## src/rtl/coin_pkg.sv

```systemverilog
// coin_pkg: shared types and constants for the coin spawner slice.
//   spawn_state_t     : controller FSM states
//   LFSR_TAPS         : feedback tap mask for x^8+x^6+x^5+x^4+1 (state bits 7,5,4,3)
//   LFSR_SEED_DEFAULT : default non-zero LFSR load value
//   BLOCK_W / SCORE_W : start_block and score widths
package coin_pkg;

    typedef enum logic [1:0] {
        IDLE,
        RUN,
        SPAWN
    } spawn_state_t;

    localparam logic [7:0] LFSR_TAPS         = 8'b1011_1000;
    localparam logic [7:0] LFSR_SEED_DEFAULT = 8'hA5;

    localparam int unsigned BLOCK_W = 2;
    localparam int unsigned SCORE_W = 8;

endpackage

```

## src/rtl/coin_spawner_if.sv

```systemverilog
// coin_spawner_if: bundle between game control / coin instances and the spawner.
//   frame_clk, game_run, Shift, coin_taken : driven by the game side (master)
//   start, start_block, score,
//   active_count, spawn_dropped            : driven by the spawner (slave)
interface coin_spawner_if import coin_pkg::*; #(
    parameter int unsigned NUM_COINS = 4
);

    localparam int unsigned CNT_W = $clog2(NUM_COINS + 1);

    logic                 frame_clk;
    logic                 game_run;
    logic                 Shift;
    logic [NUM_COINS-1:0] coin_taken;
    logic [NUM_COINS-1:0] start;
    logic [BLOCK_W-1:0]   start_block;
    logic [SCORE_W-1:0]   score;
    logic [CNT_W-1:0]     active_count;
    logic                 spawn_dropped;

    modport master (
        output frame_clk, game_run, Shift, coin_taken,
        input  start, start_block, score, active_count, spawn_dropped
    );

    modport slave (
        input  frame_clk, game_run, Shift, coin_taken,
        output start, start_block, score, active_count, spawn_dropped
    );

endinterface

```

## src/rtl/coin_spawner_lfsr8.sv

```systemverilog
// lfsr8: 8-bit Fibonacci LFSR, shifting left, taps from coin_pkg::LFSR_TAPS.
//   clk, rst_n : clock, asynchronous active-low reset (state <= SEED)
//   load       : reload SEED (has priority over step)
//   step       : advance one position
//   state      : current 8-bit state
module lfsr8 import coin_pkg::*; #(
    parameter logic [7:0] SEED = LFSR_SEED_DEFAULT
) (
    input  logic       clk,
    input  logic       rst_n,
    input  logic       load,
    input  logic       step,
    output logic [7:0] state
);

    always_ff @(posedge clk or negedge rst_n) begin
        if (!rst_n) begin
            state <= SEED;
        end else if (load) begin
            state <= SEED;
        end else if (step) begin
            state <= {state[6:0], ^(state & LFSR_TAPS)};
        end
    end

endmodule

```

## src/rtl/coin_spawner.sv

```systemverilog
// coin_spawner: schedules the coin slot pool.
//   Clk, Reset_n : system clock, asynchronous active-low reset
//   bus (slave)  : frame_clk / game_run / Shift / coin_taken in;
//                  start (one-hot pulse), start_block, score (saturating),
//                  active_count (popcount of busy), spawn_dropped out
module coin_spawner import coin_pkg::*; #(
    parameter int unsigned NUM_COINS   = 4,
    parameter int unsigned SPAWN_GAP   = 3,
    parameter int unsigned LIFE_SHIFTS = 10,
    parameter logic [7:0]  LFSR_SEED   = LFSR_SEED_DEFAULT
) (
    input logic           Clk,
    input logic           Reset_n,
    coin_spawner_if.slave bus
);

    localparam int unsigned CNT_W     = $clog2(NUM_COINS + 1);
    localparam logic [3:0]  GAP_LAST  = 4'(SPAWN_GAP - 1);
    localparam logic [3:0]  LIFE_LAST = 4'(LIFE_SHIFTS - 1);

    spawn_state_t              state, state_next;
    logic                      frame_d, fe_q, se;
    logic [3:0]                gap_cnt;
    logic [NUM_COINS-1:0]      busy, busy_next, sel;
    logic                      free_found;
    logic [NUM_COINS-1:0][3:0] life_cnt, life_next;
    logic [SCORE_W-1:0]        score_q;
    logic [SCORE_W:0]          score_sum;
    logic [CNT_W-1:0]          active_q, active_next;
    logic [BLOCK_W-1:0]        blk_q;
    logic [7:0]                lfsr;
    logic                      run_entry, lfsr_load, lfsr_step;
    logic [NUM_COINS-1:0]      start;
    logic [BLOCK_W-1:0]        start_block;
    logic                      spawn_dropped;

    // Scroll event: registered rising edge of frame_clk qualified by Shift.
    always_ff @(posedge Clk or negedge Reset_n) begin
        if (!Reset_n) begin
            frame_d <= 1'b0;
            fe_q    <= 1'b0;
        end else begin
            frame_d <= bus.frame_clk;
            fe_q    <= bus.frame_clk & ~frame_d;
        end
    end

    assign se = fe_q & bus.Shift;

    // FSM: state register
    always_ff @(posedge Clk or negedge Reset_n) begin
        if (!Reset_n) state <= IDLE;
        else          state <= state_next;
    end

    // FSM: next state
    always_comb begin
        state_next = state;
        unique case (state)
            IDLE:    if (bus.game_run) state_next = RUN;
            RUN: begin
                if (!bus.game_run)                  state_next = IDLE;
                else if (se && gap_cnt == GAP_LAST) state_next = SPAWN;
            end
            SPAWN:   state_next = bus.game_run ? RUN : IDLE;
            default: state_next = IDLE;
        endcase
    end

    // Lowest-index free slot, judged on the busy vector from the previous cycle.
    always_comb begin
        sel        = '0;
        free_found = 1'b0;
        for (int unsigned i = 0; i < NUM_COINS; i++) begin
            if (!free_found && !busy[i]) begin
                sel[i]     = 1'b1;
                free_found = 1'b1;
            end
        end
    end

    // FSM: outputs
    always_comb begin
        start         = '0;
        start_block   = blk_q;
        spawn_dropped = 1'b0;
        lfsr_step     = 1'b0;
        run_entry     = (state == IDLE) && bus.game_run;
        if (state == SPAWN) begin
            if (free_found) begin
                start       = sel;
                start_block = lfsr[BLOCK_W-1:0];
                lfsr_step   = 1'b1;
            end else begin
                spawn_dropped = 1'b1;
            end
        end
        // An all-zero state is unreachable; reloading on it recovers from upsets.
        lfsr_load = run_entry || (lfsr == '0);
    end

    // Slot occupancy, lifetime, score and active count.
    // Expiry and take both only clear busy, so a slot hit by both frees once;
    // the score term looks at the take alone.
    always_comb begin
        busy_next   = busy;
        life_next   = life_cnt;
        score_sum   = {1'b0, score_q};
        active_next = '0;
        for (int unsigned i = 0; i < NUM_COINS; i++) begin
            if (se && busy[i]) begin
                if (life_cnt[i] == LIFE_LAST) busy_next[i] = 1'b0;
                else                          life_next[i] = life_cnt[i] + 4'd1;
            end
            if (bus.coin_taken[i] && busy[i]) begin
                busy_next[i] = 1'b0;
                score_sum    = score_sum + 9'd1;
            end
            if (start[i]) begin
                busy_next[i] = 1'b1;
                life_next[i] = '0;
            end
        end
        if (state_next == IDLE) busy_next = '0;
        for (int unsigned i = 0; i < NUM_COINS; i++) begin
            if (busy_next[i]) active_next = active_next + CNT_W'(1);
        end
    end

    always_ff @(posedge Clk or negedge Reset_n) begin
        if (!Reset_n) begin
            gap_cnt  <= '0;
            busy     <= '0;
            life_cnt <= '0;
            score_q  <= '0;
            active_q <= '0;
            blk_q    <= '0;
        end else begin
            if (state == IDLE) begin
                gap_cnt <= '0;
            end else if (state == RUN && se) begin
                gap_cnt <= (gap_cnt == GAP_LAST) ? '0 : gap_cnt + 4'd1;
            end
            busy     <= busy_next;
            life_cnt <= life_next;
            active_q <= active_next;
            if (run_entry) score_q <= '0;
            else           score_q <= score_sum[SCORE_W] ? '1 : score_sum[SCORE_W-1:0];
            if (lfsr_step) blk_q <= lfsr[BLOCK_W-1:0];
        end
    end

    lfsr8 #(
        .SEED (LFSR_SEED)
    ) u_lfsr (
        .clk   (Clk),
        .rst_n (Reset_n),
        .load  (lfsr_load),
        .step  (lfsr_step),
        .state (lfsr)
    );

    assign bus.start         = start;
    assign bus.start_block   = start_block;
    assign bus.spawn_dropped = spawn_dropped;
    assign bus.score         = score_q;
    assign bus.active_count  = active_q;

endmodule

```

## src/flat_wrapper.sv

```systemverilog
// flat-port wrapper written by rule: the top's interface ports become plain ports
module coin_spawner_flat import coin_pkg::*;
#(
    parameter int unsigned NUM_COINS   = 4,
    parameter int unsigned SPAWN_GAP   = 3,
    parameter int unsigned LIFE_SHIFTS = 10,
    parameter logic [7:0]  LFSR_SEED   = LFSR_SEED_DEFAULT
)
  (Clk, Reset_n, bus_frame_clk, bus_game_run, bus_Shift, bus_coin_taken, bus_start, bus_start_block, bus_score, bus_active_count, bus_spawn_dropped);
  coin_spawner_if #(.NUM_COINS(NUM_COINS)) bus_i ();
  input logic Clk;
  input logic Reset_n;
  input wire logic [$bits(bus_i.frame_clk)-1:0] bus_frame_clk;
  input wire logic [$bits(bus_i.game_run)-1:0] bus_game_run;
  input wire logic [$bits(bus_i.Shift)-1:0] bus_Shift;
  input wire logic [$bits(bus_i.coin_taken)-1:0] bus_coin_taken;
  output wire logic [$bits(bus_i.start)-1:0] bus_start;
  output wire logic [$bits(bus_i.start_block)-1:0] bus_start_block;
  output wire logic [$bits(bus_i.score)-1:0] bus_score;
  output wire logic [$bits(bus_i.active_count)-1:0] bus_active_count;
  output wire logic [$bits(bus_i.spawn_dropped)-1:0] bus_spawn_dropped;
  assign bus_i.frame_clk = bus_frame_clk;
  assign bus_i.game_run = bus_game_run;
  assign bus_i.Shift = bus_Shift;
  assign bus_i.coin_taken = bus_coin_taken;
  assign bus_start = bus_i.start;
  assign bus_start_block = bus_i.start_block;
  assign bus_score = bus_i.score;
  assign bus_active_count = bus_i.active_count;
  assign bus_spawn_dropped = bus_i.spawn_dropped;
  coin_spawner #(.NUM_COINS(NUM_COINS), .SPAWN_GAP(SPAWN_GAP), .LIFE_SHIFTS(LIFE_SHIFTS), .LFSR_SEED(LFSR_SEED)) u_core (.Clk(Clk), .Reset_n(Reset_n), .bus(bus_i));
endmodule
```

## config.mk

```make
export PLATFORM = sky130hd
export DESIGN_NAME = coin_spawner_flat
export DESIGN_NICKNAME = d
export VERILOG_FILES = /design/src/rtl/coin_pkg.sv /design/src/rtl/coin_spawner_if.sv /design/src/rtl/coin_spawner_lfsr8.sv /design/src/rtl/coin_spawner.sv /design/src/flat_wrapper.sv
export SDC_FILE = /design/constraint.sdc
export NUM_CORES = 1
export LEC_CHECK = 0
export BUFFER_PORTS_ARGS = -buffer_cell sky130_fd_sc_hd__buf_2
export CORE_MARGIN = 3
export CORE_UTILIZATION = 60
export CTS_BUF_LIST = sky130_fd_sc_hd__clkbuf_16
export DETAILED_ROUTE_END_ITERATION = 10
export GPL_ROUTABILITY_DRIVEN = 0
export GPL_TIMING_DRIVEN = 0
export PLACE_DENSITY = 0.8
export RECOVER_POWER = 50
export SLEW_MARGIN = 15
export SYNTH_ARGS = -nofsm -noshare
export SYNTH_HDL_FRONTEND = slang
export SYNTH_SLANG_ARGS = --single-unit
```

## constraint.sdc

```tcl
create_clock -name Clk -period 5.4 [get_ports Clk]
set_input_delay 0 -clock Clk [delete_from_list [all_inputs] [get_ports Clk]]
set_output_delay 0 -clock Clk [all_outputs]
set_load 0.05 [all_outputs]
```

==> flow_metrics.tcl, run 1 <==
set metrics [dict create \
    drc 0 \
    finalHoldViolCount 0 \
    via_count 2606 \
    diodes 0 \
    ys_seq_elements 49 \
    r2r_setup_slack_ns 1.66 \
    drive_gt1_share_pct 14.6 \
    die-area_um2 6330 \
    io_buffers 26 \
    rsz0062_at_grt "no" \
    synth-simple-area-share_pct 25.5 \
    yosysWarnings 0 \
    cts.path.max_buffers 2 \
    preCtsSetupSlack_ns 1.69 \
    synth-seq-area-share_pct 37.9 \
    status "finished, violations left" \
    synth_top_family_by_area "simple AND/OR/NAND/NOR gates" \
    dp_hpwl_um 4830 \
    syn_nets 380 \
    maxSlewViolCount 50 \
    worst_pin_slew_ns 2.66 \
    cts_buffers 5 \
    max_stage_delay_ns 0.49 \
    chipWidth_um 79.5 \
    avgSynthCellArea_um2 9.19 \
    synth_cell_types 60 \
    synth_compound_area_share_pct 13.2 \
    ys_dominant_reg_cell "dfrtp_1" \
    start_kind "flip-flop" \
    num_io_pins 27 \
    crit_chain "ha_1 > mux2i_1 > inv_1 > ha_1 > nand3_1 > o311ai_0 > o41ai_1 > nor3_1 > o31ai_2 > xnor2_1 > nor3_2 > a21oi_2 > a21oi_1" \
    totalPowerFinal_mw 0.745 \
    worstSetupPathType "flip-flop to flip-flop" \
    cp.required_ns 5.54 \
    routed_wirelength_um 6540 \
    switching_share_pct 20.3 \
    arrival_ns 3.89 \
    vias_per_cell 5.67 \
    areaGrowthSynthToFinish_pct 12.5 \
    nNetsFinal 416 \
    clk_root_buffer_cell "clkbuf_16" \
    rows 26 \
    setup_violations 0 \
    switchingPower_mw 0.152 \
    fin_crit_sh_pct 69.3 \
    timing.critical_path.to_type "flip-flop" \
    worstSkewPairLatency_ns 0.29 \
    max_slew_margin_pct -77.5 \
    syn_inst 353 \
    cp_common_cell "ha_1" \
    synth-edff-count 0 \
    firstDrtPassIters 4 \
    grt_pass1_vias 2590 \
    first_iter_violations 120 \
    power_density_nw_per_um2 204 \
    crit_fanout 8 \
    htree_num_levels 2 \
    fmax_mhz 267 \
    grt_max_degree 50 \
    hold_class "input pin to flip-flop" \
    grt_overflow_total 0 \
    core_um2 5170 \
    synth.cell_area_um2 3240 \
    p_leak_nw 1.70 \
    ant_nets 0 \
    drv_cap 1 \
    fin_util_pct 70.5 \
    gr-usage-all-layers_pct 23.1 \
    wl_per_cell_um 14.2 \
    cp_slowest_cell "dfrtp_1" \
    cts_sinks 49 \
    power_frac_comb_pct 3.5 \
    cts_tree "yes" \
    violations "max-capacitance violations, max-slew violations" \
    p_seq_share_pct 49.7 \
    async_reset_ff_share_pct 100 \
    die_h_um 79.5 \
    grt_pass1_wl_um 11700 \
    whs_ns 0.104 \
    synth_adder_area_share_pct 6.94 \
    synthMuxAreaShare_pct 2.58 \
    initial_core_util_pct 62.7 \
    clock_skew_ns 0.00474 \
    peakVddDrop_v 0.000144 \
    clk_pin_slew_ns 0.06 \
    worst_slack_ns 1.66 \
    tns_ns 0 \
    antenna_found_initial 0 \
    min_period_ns 3.74 \
    synthXorXnorAreaFrac_pct 10.6 \
    power.share.clock_pct 46.8 \
    power.internal_mw 0.594 \
    cts_setup_buffers 0 \
]
-- state kept, by name (all words and copies together), names as in the netlist --
register	count
u_core.blk_q	2
u_core.bus.active_count	3
u_core.bus.score	8
u_core.busy	4
u_core.fe_q	1
u_core.frame_d	1
u_core.gap_cnt	4
u_core.life_cnt	16
u_core.state	2
u_core.u_lfsr.state	8
-- worst max-delay path, delay by kind of cell (launching register included) --
kind	cells	cell delay [ns]
flip-flops	1	0.49
multiplexers	1	0.08
buffers and inverters	1	0.08
AO/OA/AOI/OAI	5	1.18
adder cells (fa/ha/maj)	2	0.58
AND/OR/NAND/NOR	3	0.82
XOR/XNOR	1	0.36
-- timing repair --
action,in CTS,in global routing
gates resized for setup,0,0
endpoints found under the hold margin,49,0
hold buffers,3,0
-- logic make-up (layout without fill, tap and decap cells) --
| logic type | count (synthesis) | after routing |
|---|---|---|
| and+or+nand+nor | 155 | 155 |
| adders and majority gates | 18 | 18 |
| muxes | 8 | 8 |
| DFF | 49 | 49 |
| buffers and inverters | 24 | 61 |
| xor gates and xnor gates | 35 | 35 |
| AOI/OAI and AO/OA | 64 | 64 |
-- layout make-up --
class / instances / area [um2]
sequential: 49 / 1230
multi-input combinational: 280 / 1910
buffer: 9 / 47.5
clock inverter: 3 / 41.3
timing repair buffer: 29 / 150
clock buffer: 5 / 125
inverter: 15 / 56.3
fill: 421 / 1520
tap: 70 / 87.6
-- power groups by stage --
| stage | clock network [mW] | logic (mW) | registers [mW] |
|---|---|---|---|
| global route | 0.375 | 0.0299 | 0.371 |
| finish | 0.348 | 0.0260 | 0.371 |
| floorplan | 0 | 0.00975 | 0.377 |
| global placement | 0 | 0.0248 | 0.377 |
| detailed placement | 0 | 0.0249 | 0.377 |
| CTS | 0.358 | 0.0266 | 0.371 |
-- metal layers --
metal,GRT usage (%),up-vias,routed length (um)
li1,-,1313,-
met1,30.1,1258,3100
met2,40.2,30,3190
met3,3.95,5,188
met4,5.15,0,52
met5,0,-,0
-- stage by stage --
step,cell area (um2),std cells
2_1_floorplan,3240,353
3_3_place_gp,3460,449
3_5_place_dp,3460,449
4_1_cts,3660,460
5_1_grt,3650,460
6_report,3650,460
-- synth_stat cells, types with 3 or more instances --
library cell,count,share of area [%]
buf_4,3,0.69
o21ai_0,18,2.8
nand4b_1,3,0.81
clkbuf_1,4,0.46
dfstp_2,4,3.2
a21oi_1,16,2.5
and2_1,3,0.58
nor2b_1,3,0.58
mux2_2,3,1.0
xor2_1,16,4.3
o31ai_1,4,0.93
xnor2_1,15,4.0
or3_1,4,0.77
nor2_1,27,3.1
nand2_1,50,5.8
nand3b_1,4,0.93
ha_1,18,6.9
inv_1,15,1.7
nor3_1,4,0.62
nand4_1,7,1.3
nor3b_1,5,1.2
mux2i_1,5,1.5
nand3_1,16,2.5
dfrtp_1,45,35
o21a_1,3,0.69
and3_1,6,1.2
nand2b_1,8,1.5
-- cells in the final DEF (no fill, tap or decap), types with 3 or more instances in the layout --
master / count
nand2_1: 50
xor2_1: 16
dfstp_2: 4
dfrtp_1: 45
xnor2_1: 15
a21oi_1: 16
o21a_1: 3
buf_4: 3
nand4b_1: 3
nand2b_1: 8
nand4_1: 7
ha_1: 18
clkbuf_1: 12
inv_1: 15
nor3b_1: 5
o21ai_0: 18
nor2b_1: 3
nor2_1: 27
nand3b_1: 4
or3_1: 4
o31ai_1: 4
and2_1: 3
mux2i_1: 5
clkbuf_16: 5
and3_1: 6
dlygate4sd3_1: 3
nor3_1: 4
mux2_2: 3
buf_2: 19
nand3_1: 16
-- worst paths after layout --
check                                         startpoint                               to  cells past startpoint
max                        u_core.bus.score[1]$_DFF_PN0_    u_core.bus.score[6]$_DFF_PN0_                     13
min                                    bus_coin_taken[3]         u_core.busy[3]$_DFF_PN0_                      4
max reg2reg                u_core.bus.score[1]$_DFF_PN0_    u_core.bus.score[6]$_DFF_PN0_                     13
min reg2reg                     u_core.frame_d$_DFF_PN0_            u_core.fe_q$_DFF_PN0_                      1
max in group asynchronous                        Reset_n  u_core.life_cnt[13]$_DFFE_PN0P_                      2
min in group asynchronous                        Reset_n   u_core.life_cnt[3]$_DFFE_PN0P_                      2
Power figures use the tool's default switching activity.
==> run 2, diff against run 1 <==
clock period = 3.46 ns   (was 5.4 ns; I/O delays follow)
==> run 2 against run 1 <==
The flow still finishes with violations (max-capacitance violations, max-slew violations). Worst setup slack got worse by 1.6 ns. Global-route usage is 0.95 points higher. Routed wire length increased by 12%. Clock skew increased by 0.00063 ns. Worst hold slack improved by 0.10 ns. Combinational power is 62% higher. Critical path type unchanged. Largest power group unchanged. Highest routed layer unchanged.
==> flow_metrics.tcl, run 2 (synthesis results as in run 1) <==
set metrics [dict create \
    start_kind "flip-flop" \
    routed.top_layer "met4" \
    fin_cells 470 \
    grt_pass1_wl_um 12200 \
    met2_length_um 3600 \
    hold_class "input pin to flip-flop" \
    final_common_cell "nand2_1" \
    diodes 0 \
    fin_crit_sh_pct 98.8 \
    tns_ns 0 \
    clk_root_buffer_cell "clkbuf_16" \
    power.share.clock_pct 47.4 \
    power.internal_mw 0.930 \
    worstSetupPathType "flip-flop to flip-flop" \
    via_count 2744 \
    grt_overflow_total 0 \
    fin_util_pct 75.4 \
    crit_fanout 8 \
    cts_buffers 5 \
    register_area_um2 1230 \
    clock_skew_ns 0.00537 \
    cts_tree "yes" \
    p_leak_nw 1.79 \
    holdPathStages 4 \
    worstRegToRegCells 17 \
    switchingPower_mw 0.248 \
    min_period_ns 3.42 \
    chipWidth_um 79.5 \
    top_register "u_core.life_cnt" \
    htree_num_levels 2 \
    switching_share_pct 21.1 \
    worstSkewPairLatency_ns 0.29 \
    drt-met1-wl_um 3410 \
    p_seq_share_pct 49.1 \
    wl_per_cell_um 15.6 \
    drc 0 \
    io_buffers 26 \
    gr-usage-all-layers_pct 24.1 \
    peakVddDrop_v 0.000298 \
    wl_met3_um 240 \
    die-area_um2 6330 \
    nNetsFinal 426 \
    clk_pin_slew_ns 0.07 \
    drv_cap 1 \
    cts_sinks 49 \
    violations "max-capacitance violations, max-slew violations" \
    num_io_pins 27 \
    timing.critical_path.to_type "flip-flop" \
    final_area_um2 3900 \
    grt_pass1_vias 2627 \
    multiInputGateArea_um2 2080 \
    initial_core_util_pct 62.7 \
    setup_violations 0 \
    antenna_found_initial 0 \
    layout_common_cells "nand2_1 (49), dfrtp_1 (43), nor2_1 (26)" \
    power_density_nw_per_um2 302 \
    rows 26 \
    power_frac_comb_pct 3.6 \
    status "finished, violations left" \
    first_iter_violations 106 \
    fillers 336 \
    vias_per_cell 5.84 \
    maxSlewViolCount 50 \
    ant_nets 0 \
    worst_pin_slew_ns 2.57 \
    drive_gt1_share_pct 23.0 \
    routed_wirelength_um 7340 \
    arrival_ns 3.58 \
    placed_cell_area_um2 3470 \
    cp.required_ns 3.62 \
    core_um2 5170 \
    max_slew_margin_pct -71.3 \
    dp_cells 449 \
    cts.path.max_buffers 2 \
    firstDrtPassIters 4 \
    largest_reg_flops 16 \
    finalHoldViolCount 0 \
    dp_hpwl_um 4680 \
    die_h_um 79.5 \
    rsz0062_at_grt "yes" \
    fmax_mhz 292 \
    areaGrowthSynthToFinish_pct 20.2 \
    grt_max_degree 50 \
]
==> run 2: changes by cell type in the layout (fill, tap and decap cells not counted), sizes merged <==
cell    before  now
buf         22   34
clkbuf      18   16
==> run 2: stage by stage <==
step | setup WS, ns | hold WS, ns | total power, mW
detailed placement | -0.242 | 0.125 | 0.628
floorplan | 0.00262 | -0.296 | 0.604
finish | 0.0410 | 0.207 | 1.18
CTS | 0.0204 | 0.154 | 1.18
global route | -0.0819 | 0.207 | 1.21
global placement | -0.139 | 0.125 | 0.627
==> run 2: final timing paths <==
| check | startpoint | end | slack [ns] |
|---|---|---|---|
| worst min-delay path | bus_coin_taken[3] | u_core.busy[3]$_DFF_PN0_ | 0.21 |
| max in group asynchronous | Reset_n | u_core.bus.score[1]$_DFF_PN0_ | 0.75 |
| worst max register to register | u_core.bus.score[1]$_DFF_PN0_ | u_core.bus.score[2]$_DFF_PN0_ | 0.04 |
| worst max-delay path | u_core.bus.score[1]$_DFF_PN0_ | u_core.bus.score[2]$_DFF_PN0_ | 0.04 |
| min in group asynchronous | Reset_n | u_core.bus.score[6]$_DFF_PN0_ | 1.05 |
| worst min register to register | u_core.frame_d$_DFF_PN0_ | u_core.fe_q$_DFF_PN0_ | 0.39 |
==> run 2: area by class of cell <==
class,count,share of cell area (%)
Inverter,15,1.44
Multi-Input combinational cell,280,53.2
Clock inverter,3,1.19
Clock buffer,5,3.21
Buffer,9,1.22
Sequential cell,49,31.6
Timing Repair Buffer,39,5.84
Tap cell,70,2.25
==> run 2: critical path: stages (launching register included) <==
cell	delay [ns]
dfrtp_2	0.44
ha_4	0.26
mux2i_2	0.19
inv_1	0.11
ha_4	0.30
nor2_4	0.03
a21oi_2	0.16
ha_1	0.27
mux2_4	0.31
ha_4	0.17
nand3_4	0.10
nor2_1	0.05
nand2_1	0.08
a21oi_2	0.06
o21ba_4	0.25
nor3_4	0.05
a21oi_4	0.35
a21oi_1	0.11
==> run 2: per-layer routing <==
metal	global-route usage, %	vias up
li1	-	1331
met1	31.5	1346
met2	41.4	56
met3	3.84	11
met4	6.36	0
met5	0	-
==> run 2: power by group through the flow <==
stage	Sequential, mW	Clock (mW)	Combinational [mW]
after floorplan	0.589	0	0.0152
after detailed placement	0.589	0	0.0390
after CTS	0.578	0.563	0.0424
after global routing	0.578	0.583	0.0476
final	0.578	0.558	0.0421
after global placement	0.589	0	0.0382
==> run 2: timing repair <==
item                                    4_1_cts  5_1_grt
buffers inserted                              7        3
endpoints found under the hold margin        49        0
pin swaps                                     6       10
hold buffers                                  3        0
resized for setup                            15       14
endpoints found under the setup margin        8        8
